## src/rtl/rf_wb_arbiter_pkg.sv

```systemverilog
// rf_wb_arbiter_pkg: shared writeback arbiter state encoding and widths
package rf_wb_arbiter_pkg;
  typedef enum logic [0:0] {PRIO_ALU = 1'b0, PRIO_LSU = 1'b1} arb_state_t;
  localparam int REG_AW = 5;
  localparam int XLEN_DEF = 32;
endpackage

```

## src/rtl/rf_wb_arbiter.sv

```systemverilog
// rf_wb_arbiter: two-requester register file writeback arbiter with load starvation guard
module rf_wb_arbiter
  import rf_wb_arbiter_pkg::*;
#(
  parameter int STARVE_LIMIT = 4,
  parameter int XLEN = XLEN_DEF
) (
  input  logic              clk,
  input  logic              rst_n,
  input  logic              alu_valid,
  output logic              alu_ready,
  input  logic [REG_AW-1:0] alu_rd,
  input  logic [XLEN-1:0]   alu_data,
  input  logic              lsu_valid,
  output logic              lsu_ready,
  input  logic [REG_AW-1:0] lsu_rd,
  input  logic [XLEN-1:0]   lsu_data,
  output logic              wr_en,
  output logic [REG_AW-1:0] wr_reg,
  output logic [XLEN-1:0]   wr_data,
  output logic              starved
);
  localparam int CW = $clog2(STARVE_LIMIT + 1);
  localparam logic [CW-1:0] LIM = CW'(STARVE_LIMIT);
  arb_state_t state, state_nxt;
  logic [CW-1:0] cnt, cnt_nxt;
  logic xfer;
  logic [REG_AW-1:0] sel_rd;
  logic [XLEN-1:0] sel_data;
  // readys are forced low during reset so held requests are neither taken nor lost
  always_comb begin
    lsu_ready = rst_n && lsu_valid && (state == PRIO_LSU || !alu_valid);
    alu_ready = rst_n && alu_valid && !(state == PRIO_LSU && lsu_valid);
    xfer = alu_ready || lsu_ready;
    sel_rd = lsu_ready ? lsu_rd : alu_rd;
    sel_data = lsu_ready ? lsu_data : alu_data;
    cnt_nxt = (!lsu_valid || lsu_ready) ? '0 : (cnt == LIM ? cnt : cnt + 1'b1);
    state_nxt = state == PRIO_ALU ? (cnt_nxt == LIM ? PRIO_LSU : PRIO_ALU)
                                  : ((lsu_ready || !lsu_valid) ? PRIO_ALU : PRIO_LSU);
    starved = state == PRIO_LSU;
  end
  always_ff @(posedge clk or negedge rst_n) begin
    if (!rst_n) begin
      state <= PRIO_ALU;
      cnt <= '0;
      wr_en <= 1'b0;
      wr_reg <= '0;
      wr_data <= '0;
    end else begin
      state <= state_nxt;
      cnt <= cnt_nxt;
      wr_en <= xfer && sel_rd != '0;
      if (xfer) begin
        wr_reg <= sel_rd;
        wr_data <= sel_data;
      end
    end
  end
endmodule

```

## config.mk

```make
export PLATFORM = sky130hd
export DESIGN_NAME = rf_wb_arbiter
export DESIGN_NICKNAME = d
export VERILOG_FILES = /design/src/rtl/rf_wb_arbiter_pkg.sv /design/src/rtl/rf_wb_arbiter.sv
export SDC_FILE = /design/constraint.sdc
export NUM_CORES = 1
export LEC_CHECK = 0
export ABC_CLOCK_PERIOD_IN_PS = 1940
export CAP_MARGIN = 5
export CORE_MARGIN = 2
export CORE_UTILIZATION = 38
export DETAILED_ROUTE_END_ITERATION = 10
export PLACE_DENSITY = 0.81
export REMOVE_ABC_BUFFERS = 1
export SLEW_MARGIN = 5
export SYNTH_ARGS = -nofsm -noshare
export SYNTH_HDL_FRONTEND = slang
export SYNTH_SLANG_ARGS = --single-unit
export TNS_END_PERCENT = 30
```

## constraint.sdc

```tcl
create_clock -name clk -period 1.94 [get_ports clk]
set_input_delay 0.582 -clock clk [delete_from_list [all_inputs] [get_ports clk]]
set_output_delay 0.582 -clock clk [all_outputs]
set_load 0.02 [all_outputs]
```

==> results.txt, run 1 <==
The number of design rule violations left after detail routing is 0. The floorplan step defined a core boundary enclosing approximately 0.0051 sq mm. After detailed routing, the number of vias per cell comes to about 5.4. The total number of yosys warnings is 0. The TritonCTS buffer count is 5. The half-perimeter wire length after detailed placement is between 4000 and 5000 um.

For this block, the routed nets add up to roughly 6000 um of wire. The worst slew margin relative to its limit came out at 0.7044. The number of H-tree levels is 2. A synthesized cell averages 11.59 sq um. The final number of hold-violating endpoints is 0. In the layout the commonest cells are sky130_fd_sc_hd__clkdlybuf4s50_1, sky130_fd_sc_hd__dfrtp_1, sky130_fd_sc_hd__o21a_1, sky130_fd_sc_hd__o32a_1, sky130_fd_sc_hd__buf_4. From left edge to right edge, the die measures approximately 77 um. The minimum clock period came out at 1.910 ns. Setup violations remaining at the end of the flow were counted as 0. The data arrival at the endpoint of the critical path is roughly 1.3 ns. The count of nets after finishing came out at roughly 380. The leakage power came out at 1.289 nW. The effective utilization at floorplan is 0.3968. Yosys mapped the design onto 27 distinct sky130hd cell types. The initial antenna violation count is 0. The overall via count from detail_route is 1962. The top flip-flop cell by instance count after synthesis is sky130_fd_sc_hd__dfrtp_1.

The library cell used most frequently in the layout, excluding fill and tap cells, is sky130_fd_sc_hd__clkdlybuf4s50_1. The number of global-route vias before repair is 2049. The async set or reset register ratio after synthesis is 1.000. Entering global routing, the biggest net connects 43 pins. The startpoint identified for the worst register-to-register timing path is cnt[0]. Once detail routing completed, the nets flagged for antenna violations numbered 0. TritonCTS built the clock tree. The total overflow left after global routing is 0.

The vertical die dimension is 77.26 um. The origin of the worst setup path is alu_valid. The switching share of power came out at 0.3008. Of the total power, the clock network draws 0.214. The maximum resistive drop on vdd came out at 0.4518 mV.

The global-route wire length before repair is just under 10000 um. The number of clock sinks came out at between 40 and 50. The critical path is of the input port to output pin type.

The most critical setup path has its endpoint at alu_ready. The synthesized flop and latch total is 42. Setup repair after global routing left no endpoint under its margin. The cell area after placement is about 0.0033 sq mm. The worst-case clock buffer depth came out at 2. The register with the most flip-flops in the layout has 32 of them. Before CTS, the worst setup slack after placement is -0.7329 ns.

The gate count of the mapped netlist is 176. The number of synthesized flops with an enable pin is 0. The number of cell rows came out at 26. The number of port buffers came out at 118. In this run the count of I/O pins placed on the die edge is ~120. The CTS root buffer is sky130_fd_sc_hd__clkbuf_8. The post-route cell area came out at about 0.0033 sq mm. Dividing the final minimum period by the clock period gives 0.9847. The worst hold slack across all endpoints is between 0.3 and 0.4 ns.

The internal power summed over all cells is ~0.0017 W. The part of the Yosys area used for sequential elements came out at 0.5153. The ratio of cells with drive above 1 in the final layout came out at 0.09459. The clock-pin slew of the registers on the worst-case setup and hold paths came out at 0.07 ns. The portion of total power attributed to sequential cells is 0.428. The die area is 0.005969 sq mm. In this run, the number of DRC markers left after iteration 0 of detailed routing was 74. The number of cell instances on the worst register-to-register path is 5. The endpoint of the worst-slack reg-to-reg timing path is starved.

STA classifies the critical path startpoint as an input port. Max-cap violations in this run came to 0. The final-layout setup total negative slack came out at 0 ns. The total iterations of the first detailed-routing run is 4.

STA classifies the critical path endpoint as an output pin. The post-layout worst setup margin is around 0.030 ns. The internal reg-to-reg setup slack came out at 0.46 ns. The combinational cell fraction of total power came out at 0.357. The placer congestion estimate came out at approximately 0.75. The slew at the pin closest to its max-slew limit came out at ~0.44 ns. In this run the worst hold path is classified as input port to asynchronous set/reset pin.

The clock insertion delay at the later pin of the skew report came out at slightly below 0.3 ns. The peak clock frequency supported by timing came out at ~0.52 GHz. The power per cell area came out at approximately 740 mW/mm^2. Relative to the synthesized area, the layout overhead comes to 63.99%. The switching power summed over all nets is ~0.00074 W. Buffers inserted to repair hold after CTS numbered 0. In the global route stage, overall resource usage came out at 0.2042. The flow ran to the end, and the final reports show no timing, DRC or antenna violations. The antenna diode instance count is 0. The final worst clock skew came out at roughly 0.0076 ns. The count of final max-slew check failures is 0.

The cell area after technology mapping is just over 0.002 sq mm. The maximum fanout along the worst path came out at 3. Dividing the detail-routed wire length by the instance count gives ~16 um.

The worst path required time came out at roughly 1.4 ns.
area by class of cell:
type | instances | area [sq um]
Sequential cell | 42 | 1051
Timing Repair Buffer | 130 | 1251
Clock buffer | 5 | 68.82
Clock inverter | 2 | 10.01
Fill cell | 441 | 1795
Tap cell | 70 | 87.58
Multi-Input combinational cell | 111 | 853.3
Inverter | 6 | 22.52
power by group through the flow:
stage	Combinational (W)	Sequential (W)	Clock (W)
after floorplan	0.000251	0.00122	0
after detailed placement	0.000888	0.00108	0
after CTS	0.000891	0.00106	0.000549
after global placement	0.000876	0.00107	0
after global routing	0.000945	0.00108	0.000586
final	0.000883	0.00106	0.000529
worst max-delay path, stage by stage:
cell and delay (ns):
sky130_fd_sc_hd__dlygate4sd2_1 0.26, sky130_fd_sc_hd__nor2b_4 0.14, sky130_fd_sc_hd__o21ai_4 0.15, sky130_fd_sc_hd__inv_2 0.04
sky130_fd_sc_hd__buf_4 0.15
per-layer routing:
layer  track usage  up-vias  routed length [um]
li1              -      921                   -
met1        0.2483      937                2425
met2        0.3348       95                2922
met3       0.07529        9                 569
met4       0.06786        0                  84
met5             0        -                   0
worst min-delay path by stage:
stage / start / endpoint / slack (ns)
6_report: rst_n / wr_data[22] / 0.32
3_5_place_dp: wr_reg[4] / wr_reg[4] / 0.54
3_3_place_gp: wr_reg[2] / wr_reg[2] / 0.53
5_1_grt: rst_n / cnt[1] / 0.34
2_1_floorplan: rst_n / cnt[0] / 0.29
4_1_cts: rst_n / cnt[1] / 0.31
cells in the mapped netlist (2+ instances only):
master / n / share of area
sky130_fd_sc_hd__a31oi_1: 6 / 0.018
sky130_fd_sc_hd__buf_2: 5 / 0.012
sky130_fd_sc_hd__buf_4: 6 / 0.022
sky130_fd_sc_hd__buf_6: 4 / 0.022
sky130_fd_sc_hd__clkbuf_1: 2 / 0.0037
sky130_fd_sc_hd__dfrtp_1: 42 / 0.52
sky130_fd_sc_hd__ha_1: 2 / 0.012
sky130_fd_sc_hd__inv_1: 4 / 0.0074
sky130_fd_sc_hd__inv_2: 2 / 0.0037
sky130_fd_sc_hd__nand2_1: 3 / 0.0055
sky130_fd_sc_hd__nand3_1: 5 / 0.012
sky130_fd_sc_hd__nor2_1: 7 / 0.013
sky130_fd_sc_hd__nor2b_1: 2 / 0.0061
sky130_fd_sc_hd__nor3_1: 3 / 0.0074
sky130_fd_sc_hd__o21a_1: 33 / 0.12
sky130_fd_sc_hd__o21ai_0: 3 / 0.0074
sky130_fd_sc_hd__o21ai_1: 5 / 0.012
sky130_fd_sc_hd__o32a_1: 32 / 0.16
sky130_fd_sc_hd__or4_1: 2 / 0.0074
what timing repair did:
action                     4_1_cts  5_1_grt
setup endpoints to repair        3        1
resized for setup               14        1
pin swaps                        1        1
setup buffers                    1        1
metrics by stage:
stage,cells,power (W),utilization
floorplan,159,0.001467,-
global placement,357,0.001946,0.6349
detailed placement,357,0.001965,0.6349
CTS,365,0.002500,0.6502
global route,366,0.002608,0.6507
finish,366,0.002470,0.6507
cells by family (layout without fill, tap and decap cells):
| group | Yosys count | count (layout) | synth area share |
|---|---|---|---|
| adders and majority gates | 2 | 2 | 0.01227 |
| AOI/OAI and AO/OA | 82 | 82 | 0.3319 |
| DFF | 42 | 42 | 0.5153 |
| and+or+nand+nor | 26 | 26 | 0.06503 |
| buffers and inverters | 23 | 143 | 0.07116 |
| xor gates and xnor gates | 1 | 1 | 0.004295 |
No activity file was read; power rests on OpenSTA's default activity.
==> run 2, diff against run 1 <==
==> constraint.sdc (replaced) <==
create_clock -name clk -period 1.94 [get_ports clk]
set_input_delay 0.582 -clock clk [delete_from_list [all_inputs] [get_ports clk]]
set_output_delay 0.582 -clock clk [all_outputs]
set_load 0.005 [all_outputs]
==> results.txt, run 2 (synthesis results as in run 1) <==
The overall power of the completed layout is 0.002493 W (was 0.002470 W). The count of final setup violators came out at 0 (unchanged). Commonest cells after routing, fill and taps aside: sky130_fd_sc_hd__clkdlybuf4s50_1, sky130_fd_sc_hd__dfrtp_1, sky130_fd_sc_hd__o21a_1, sky130_fd_sc_hd__o32a_1, sky130_fd_sc_hd__buf_4 (unchanged). The clock-pin slew of the registers on the worst-case setup and hold paths was 0.07 ns (about the same). The overall via count from detail_route came out at 1965 (was 1962). The minimum clock period came to 1.892 ns (was 1.910 ns). The worst-case clock buffer depth is 2 (unchanged). The overall routed net length is 5929 um (was 6002 um). The CTS root buffer is sky130_fd_sc_hd__clkbuf_8 (unchanged).

The vertical die dimension came out at 77.26 um (unchanged). The classification of the worst-slack hold path was input port to asynchronous set/reset pin (unchanged). The number of H-tree levels came out at 2 (unchanged). The number of design rule violations left after detail routing is 0 (unchanged).

The count of final max-slew check failures came out at 0 (unchanged). The ratio of cells with drive above 1 in the final layout is 0.1003 (was 0.09459). The worst path required time came out at 1.36 ns (about the same).

The pre-CTS worst setup slack is -0.6126 ns (was -0.7329 ns). The residual antenna-violating net count after detailed routing is 0 (unchanged). The final worst clock skew came to 0.007742 ns (was 0.007638 ns). The type of the setup path with the least slack is input port to output pin (unchanged).

The half-perimeter wire length after detailed placement came out at 4098 um (was 4185 um). The initial antenna violation count is 0 (unchanged). Outcome: finished clean (unchanged). The final number of hold-violating endpoints is 0 (unchanged). The placeable core area is 0.005140 sq mm (unchanged).

The post-layout instance count excluding filler cells came out at 369 (was 366). The slew at the pin closest to its max-slew limit is 0.4989 ns (was 0.4434 ns). The die boundary width was 77.26 um (unchanged).

The TritonCTS buffer count is 5 (unchanged). The overall global routing resource usage came to 0.2044 (was 0.2042). The power per cell area is 733.2 mW/mm^2 (was 738.6 mW/mm^2). The placer congestion estimate is 0.7426 (was 0.7547).

The clock insertion delay at the later pin of the skew report was 0.29 ns (about the same). The placed cell count came to 359 (was 357). The number of cell rows came to 26 (unchanged).

The leading cell type in the layout, fill and taps excluded is sky130_fd_sc_hd__clkdlybuf4s50_1 (unchanged). The number of ports placed on the die boundary is 119 (unchanged). The maximum resistive drop on vdd is 0.4209 mV (was 0.4518 mV).

The largest net degree at the start of global routing came out at 43 (unchanged). The detail-routed via count per cell is 5.325 (was 5.361). The number of clock sinks came out at 42 (unchanged). Unrepaired setup endpoints after global routing: no (unchanged). The cell area after placement was 0.003278 sq mm (was 0.003263 sq mm). The per-cell routed wire length is 16.07 um (was 16.40 um). The final period utilization is 0.9752 (was 0.9847). The effective utilization at floorplan is 0.3968 (unchanged).

The TritonCTS clock tree was built (unchanged). The post-layout worst setup margin is 0.04803 ns (was 0.02978 ns). The number of cell instances on the worst register-to-register path came out at 5 (unchanged).

The final-layout setup total negative slack came to 0 ns (unchanged). The count of nets after finishing is 378 (was 376). The die area is 0.005969 sq mm (unchanged). The number of maximum-capacitance constraint violations came out at 0 (unchanged). The leakage power came out at 1.301 nW (was 1.289 nW).

The flip-flop count of the largest register after layout came to 32 (unchanged). The number of global-route vias before repair is 2001 (was 2049). The antenna diode instance count is 0 (unchanged). The internal reg-to-reg setup slack was 0.40 ns (was 0.46 ns). The number of inserted filler cells in the final layout is 444 (was 441). The number of hold-repair buffers added at the cts stage is 0 (unchanged).

The area added between synthesis and finish came to 66.75% (was 63.99%). The number of port buffers is 118 (unchanged). The post-route cell area is 0.003401 sq mm (was 0.003344 sq mm).

The maximum fanout along the worst path is 4 (was 3). The peak clock frequency supported by timing came out at 0.5286 GHz (was 0.5235 GHz). The count of routing violations after the opening detailed-route iteration was 102 (was 74). The total iterations of the first detailed-routing run came to 4 (unchanged). The kind of start point of the critical path is an input port (unchanged).

The sort of element at the end of the critical path is an output pin (unchanged). The total overflow reported by the global router came out at 0 (unchanged). The global-route wire length before repair is 9646 um (was 9701 um). The data arrival at the endpoint of the critical path came to 1.31 ns (was 1.33 ns).

The worst slew margin relative to its limit came out at 0.6674 (was 0.7044).
-- run 2: changes by cell type in the layout (fill, tap and decap cells not counted) --
cell                              delta
sky130_fd_sc_hd__buf_4               +1
sky130_fd_sc_hd__dfrtp_1             -1
sky130_fd_sc_hd__clkinvlp_4          +1
sky130_fd_sc_hd__dfrtp_2             +1
sky130_fd_sc_hd__clkdlybuf4s50_1     +1
sky130_fd_sc_hd__clkdlybuf4s15_2     +1
sky130_fd_sc_hd__clkinv_2            -2
sky130_fd_sc_hd__clkbuf_1            +1
sky130_fd_sc_hd__bufinv_16           +1
sky130_fd_sc_hd__clkbuf_2            -1
-- run 2: through the flow --
stage | utilization | hold WS [ns]
floorplan | - | 0.2864
global placement | 0.6378 | 0.5338
CTS | 0.6594 | 0.2465
finish | 0.6616 | 0.2488
global route | 0.6616 | 0.2500
detailed placement | 0.6378 | 0.5386
-- run 2: cell type report --
| class | instances | area, sq um | share of cell area |
|---|---|---|---|
| sequential | 42 | 1052 | 0.3094 |
| clock buffer | 6 | 72.57 | 0.02134 |
| multi-input combinational | 111 | 853.3 | 0.2509 |
| inverter | 6 | 22.52 | 0.006623 |
| tap | 70 | 87.58 | 0.02575 |
| clock inverter | 2 | 37.54 | 0.01104 |
| timing repair buffer | 132 | 1275 | 0.3749 |
-- run 2: what timing repair did --
action / in CTS / in global routing
setup buffers: 1 / 1
pin swaps: 2 / 0
gates resized for setup: 9 / 2
setup endpoints to repair: 2 / 1
-- run 2: layer usage --
layer / share of wire / vias to the layer above / GRT usage / routed length, um
met4: 0.012 / 0 / 0.04821 / 70
li1: - / 923 / - / -
met2: 0.50 / 90 / 0.3583 / 2969
met3: 0.091 / 9 / 0.07882 / 539
met1: 0.40 / 943 / 0.2344 / 2349
met5: 0 / - / 0 / 0
-- run 2: worst paths after layout --
check / from / endpoint
max: lsu_valid / lsu_ready
min: rst_n / wr_data[22]
max reg2reg: starved / wr_data[3]
min reg2reg: wr_reg[1] / wr_reg[1]
max in group asynchronous: rst_n / starved
min in group clk: wr_reg[1] / wr_reg[1]
-- run 2: worst max-delay path, cell delays in order --
cell and delay [ns]:
sky130_fd_sc_hd__clkdlybuf4s15_2 0.20, sky130_fd_sc_hd__and2_1 0.16, sky130_fd_sc_hd__nand2_2 0.07, sky130_fd_sc_hd__inv_2 0.04, sky130_fd_sc_hd__dlygate4sd2_1 0.25
-- run 2: power by group --
group | switching [W] | internal (W)
clock network | 0.000308 | 0.000384
registers | 0.0000639 | 0.000994
logic | 0.000253 | 0.000491
total | 0.000625 | 0.00187
==> run 3, diff against run 2 <==
Settings changed: ABC_CLOCK_PERIOD_IN_PS 1940 to 2200, CORE_UTILIZATION 38 to 40, PLACE_DENSITY 0.81 to 0.84.
Clock period 1.94 ns to 2.2 ns, I/O delays scaled along.
==> results.txt, run 3 (synthesis results as in run 1) <==
The count of routing violations after the opening detailed-route iteration came out at 88 (was 102). The slew at the pin closest to its max-slew limit is 0.4386 ns (was 0.4989 ns). The detail-routed via count per cell came out at 5.294 (was 5.325). The area added between synthesis and finish came out at 65.09% (was 66.75%).

The count of final setup violators came out at 0 (unchanged). The source of the worst register-to-register timing path is starved (unchanged). Outcome: finished clean (unchanged). The TritonCTS clock tree was built (unchanged).

The die area came out at 0.005686 sq mm (was 0.005969 sq mm). The effective utilization at floorplan was 0.4234 (was 0.3968). The worst-case clock buffer depth is 2 (unchanged). The pre-CTS worst setup slack is -0.4793 ns (was -0.6126 ns). The number of port buffers came out at 118 (unchanged). The number of global-route vias before repair came out at 1978 (was 2001).

The kind of cell adding the most delay to the critical path is buffers and inverters (unchanged). The total overflow reported by the global router came out at 0 (unchanged). The origin of the worst setup path was alu_valid (was lsu_valid). The total iterations of the first detailed-routing run is 4 (unchanged).

The worst path required time is 1.54 ns (was 1.36 ns). The largest net degree at the start of global routing is 43 (unchanged). The CTS root buffer was sky130_fd_sc_hd__clkbuf_8 (unchanged). The vertical die dimension is 75.41 um (was 77.26 um).

The overall via count from detail_route came out at 1927 (was 1965). Cell breakdown of the critical path: clkdlybuf4s15_1 > o21a_1 > o21ai_4 > inv_2 > dlygate4sd2_1 (was clkdlybuf4s15_2 > and2_1 > nand2_2 > inv_2 > dlygate4sd2_1). The maximum resistive drop on vdd came out at 0.3957 mV (was 0.4209 mV). The antenna diode instance count came out at 0 (unchanged). The clock-pin slew of the registers on the worst-case setup and hold paths is 0.08 ns (was 0.07 ns). The placeable core area came out at 0.004817 sq mm (was 0.005140 sq mm). The post-CTS setup buffer count is 0 (was 1). The TritonCTS buffer count is 5 (unchanged). The area of combinational cells with multiple inputs is 853.3 sq um (unchanged). The type of the setup path with the least slack is input port to output pin (unchanged). The per-cell routed wire length is 15.89 um (was 16.07 um). The post-layout worst setup margin is 0.06162 ns (was 0.04803 ns).

The final-layout setup total negative slack came out at 0 ns (unchanged). The placer congestion estimate is 0.8309 (was 0.7426). The peak per-stage delay on the critical path came to 0.26 ns (was 0.25 ns). The sort of element at the end of the critical path is an output pin (unchanged).

The overall routed net length is 5785 um (was 5929 um). Commonest cells after routing, fill and taps aside: sky130_fd_sc_hd__clkdlybuf4s50_1, sky130_fd_sc_hd__dfrtp_1, sky130_fd_sc_hd__o21a_1, sky130_fd_sc_hd__o32a_1, sky130_fd_sc_hd__buf_4 (unchanged). The count of final max-slew check failures is 0 (unchanged). For the finished layout, the period the worst path requires is ~2.1 ns. The data arrival at the endpoint of the critical path came to 1.48 ns (was 1.31 ns). The number of inserted filler cells in the final layout came out at 387 (was 444). The die boundary width was 75.41 um (was 77.26 um). The worst slew margin relative to its limit came out at 0.7076 (was 0.6674).

The final worst clock skew came out at 0.002488 ns (was 0.007742 ns). The count of nets after finishing came to 376 (was 378). The initial antenna violation count was 0 (unchanged). The global-route wire length before repair was 9052 um (was 9646 um). The number of clock sinks came to 42 (unchanged). The number of cell rows came out at 25 (was 26). For this run, the top clock speed supported by timing is approximately 0.47 GHz. The number of H-tree levels came out at 2 (unchanged). The internal reg-to-reg setup slack is 0.75 ns (was 0.40 ns).

The ratio of cells with drive above 1 in the final layout is 0.08754 (was 0.1003). The clock insertion delay at the later pin of the skew report is 0.28 ns (was 0.29 ns). The final period utilization is 0.9720. The residual antenna-violating net count after detailed routing came out at 0 (unchanged). The count of buffer and inverter cells on the critical path is 3 (unchanged).

The flip-flop count of the largest register after layout came out at 32 (unchanged). The slowest library cell on the worst path is sky130_fd_sc_hd__dlygate4sd2_1 (unchanged). The leakage power was 1.292 nW (was 1.301 nW). The leading cell type in the layout, fill and taps excluded is sky130_fd_sc_hd__clkdlybuf4s50_1 (unchanged).

The number of design rule violations left after detail routing is 0 (unchanged). The overall global routing resource usage is 0.2105 (was 0.2044). The number of ports placed on the die boundary is 119 (unchanged). The maximum fanout along the worst path came to 3 (was 4). The sequential cell area came to 0.001051 sq mm (was 0.001052 sq mm).

Unrepaired setup endpoints after global routing: no (unchanged). The classification of the worst-slack hold path is input port to asynchronous set/reset pin (unchanged). The kind of start point of the critical path is an input port (unchanged).

The power per cell area is 619.9 mW/mm^2 (was 733.2 mW/mm^2). The half-perimeter wire length after detailed placement is 4027 um (was 4098 um). The number of maximum-capacitance constraint violations came out at 0 (unchanged).

The final number of hold-violating endpoints is 0 (unchanged).
-- run 3: timing repair --
action | CTS | global route
hold buffers | 0 | 0
resized for setup | 8 | 0
setup endpoints to repair | 2 | 0
-- run 3: cell type report --
type	count	share of cell area
inverters	6	0.006689
flip-flops and latches	42	0.3122
clock buffers	7	0.02564
well taps	67	0.02490
clock inverters	1	0.001486
multi-input cells	111	0.2534
repair buffers	130	0.3757
-- run 3: stage by stage --
step	hold WS [ns]	utilization	total power, W	area, sq um	cells
final	0.3348	0.6990	0.002087	3367	364
after global routing	0.3432	0.6990	0.002214	3367	364
after CTS	0.3221	0.6990	0.002114	3367	364
after detailed placement	0.5400	0.6797	0.001609	3274	356
after global placement	0.5289	0.6797	0.001591	3274	356
after floorplan	0.3644	-	0.001175	1917	159
-- run 3: worst paths after layout --
kind / to / cells past startpoint
max in group asynchronous: wr_data[7] / 2
setup / recovery: alu_ready / 5
min in group clk: wr_reg[0] / 2
setup reg to reg: wr_data[31] / 4
hold / removal: wr_reg[0] / 2
hold reg to reg: wr_reg[0] / 2
-- run 3: where the power goes --
| part | switching, W | leakage, nW | internal, W | total [W] |
|---|---|---|---|---|
| Combinational | 0.000222 | 0.761 | 0.000433 | 0.000655 |
| Sequential | 0.0000563 | 0.483 | 0.000876 | 0.000933 |
| Clock | 0.000246 | 0.0482 | 0.000253 | 0.000499 |
| Total | 0.000525 | 1.29 | 0.00156 | 0.00209 |
-- run 3: per-layer routing --
layer  wire (um)  global-route usage  part of all wire
met1        2345              0.2494              0.41
met2        2804              0.3517              0.48
met3         563             0.08201             0.097
met4          70             0.07018             0.012
met5           0                   0                 0
-- run 3: worst register-to-register path, delay by kind of cell, from the launching register on --
kind	cells	cell delay, ns
flops	1	0.45
buf+inv	1	0.39
compound gates	2	0.38
simple gates	1	0.17
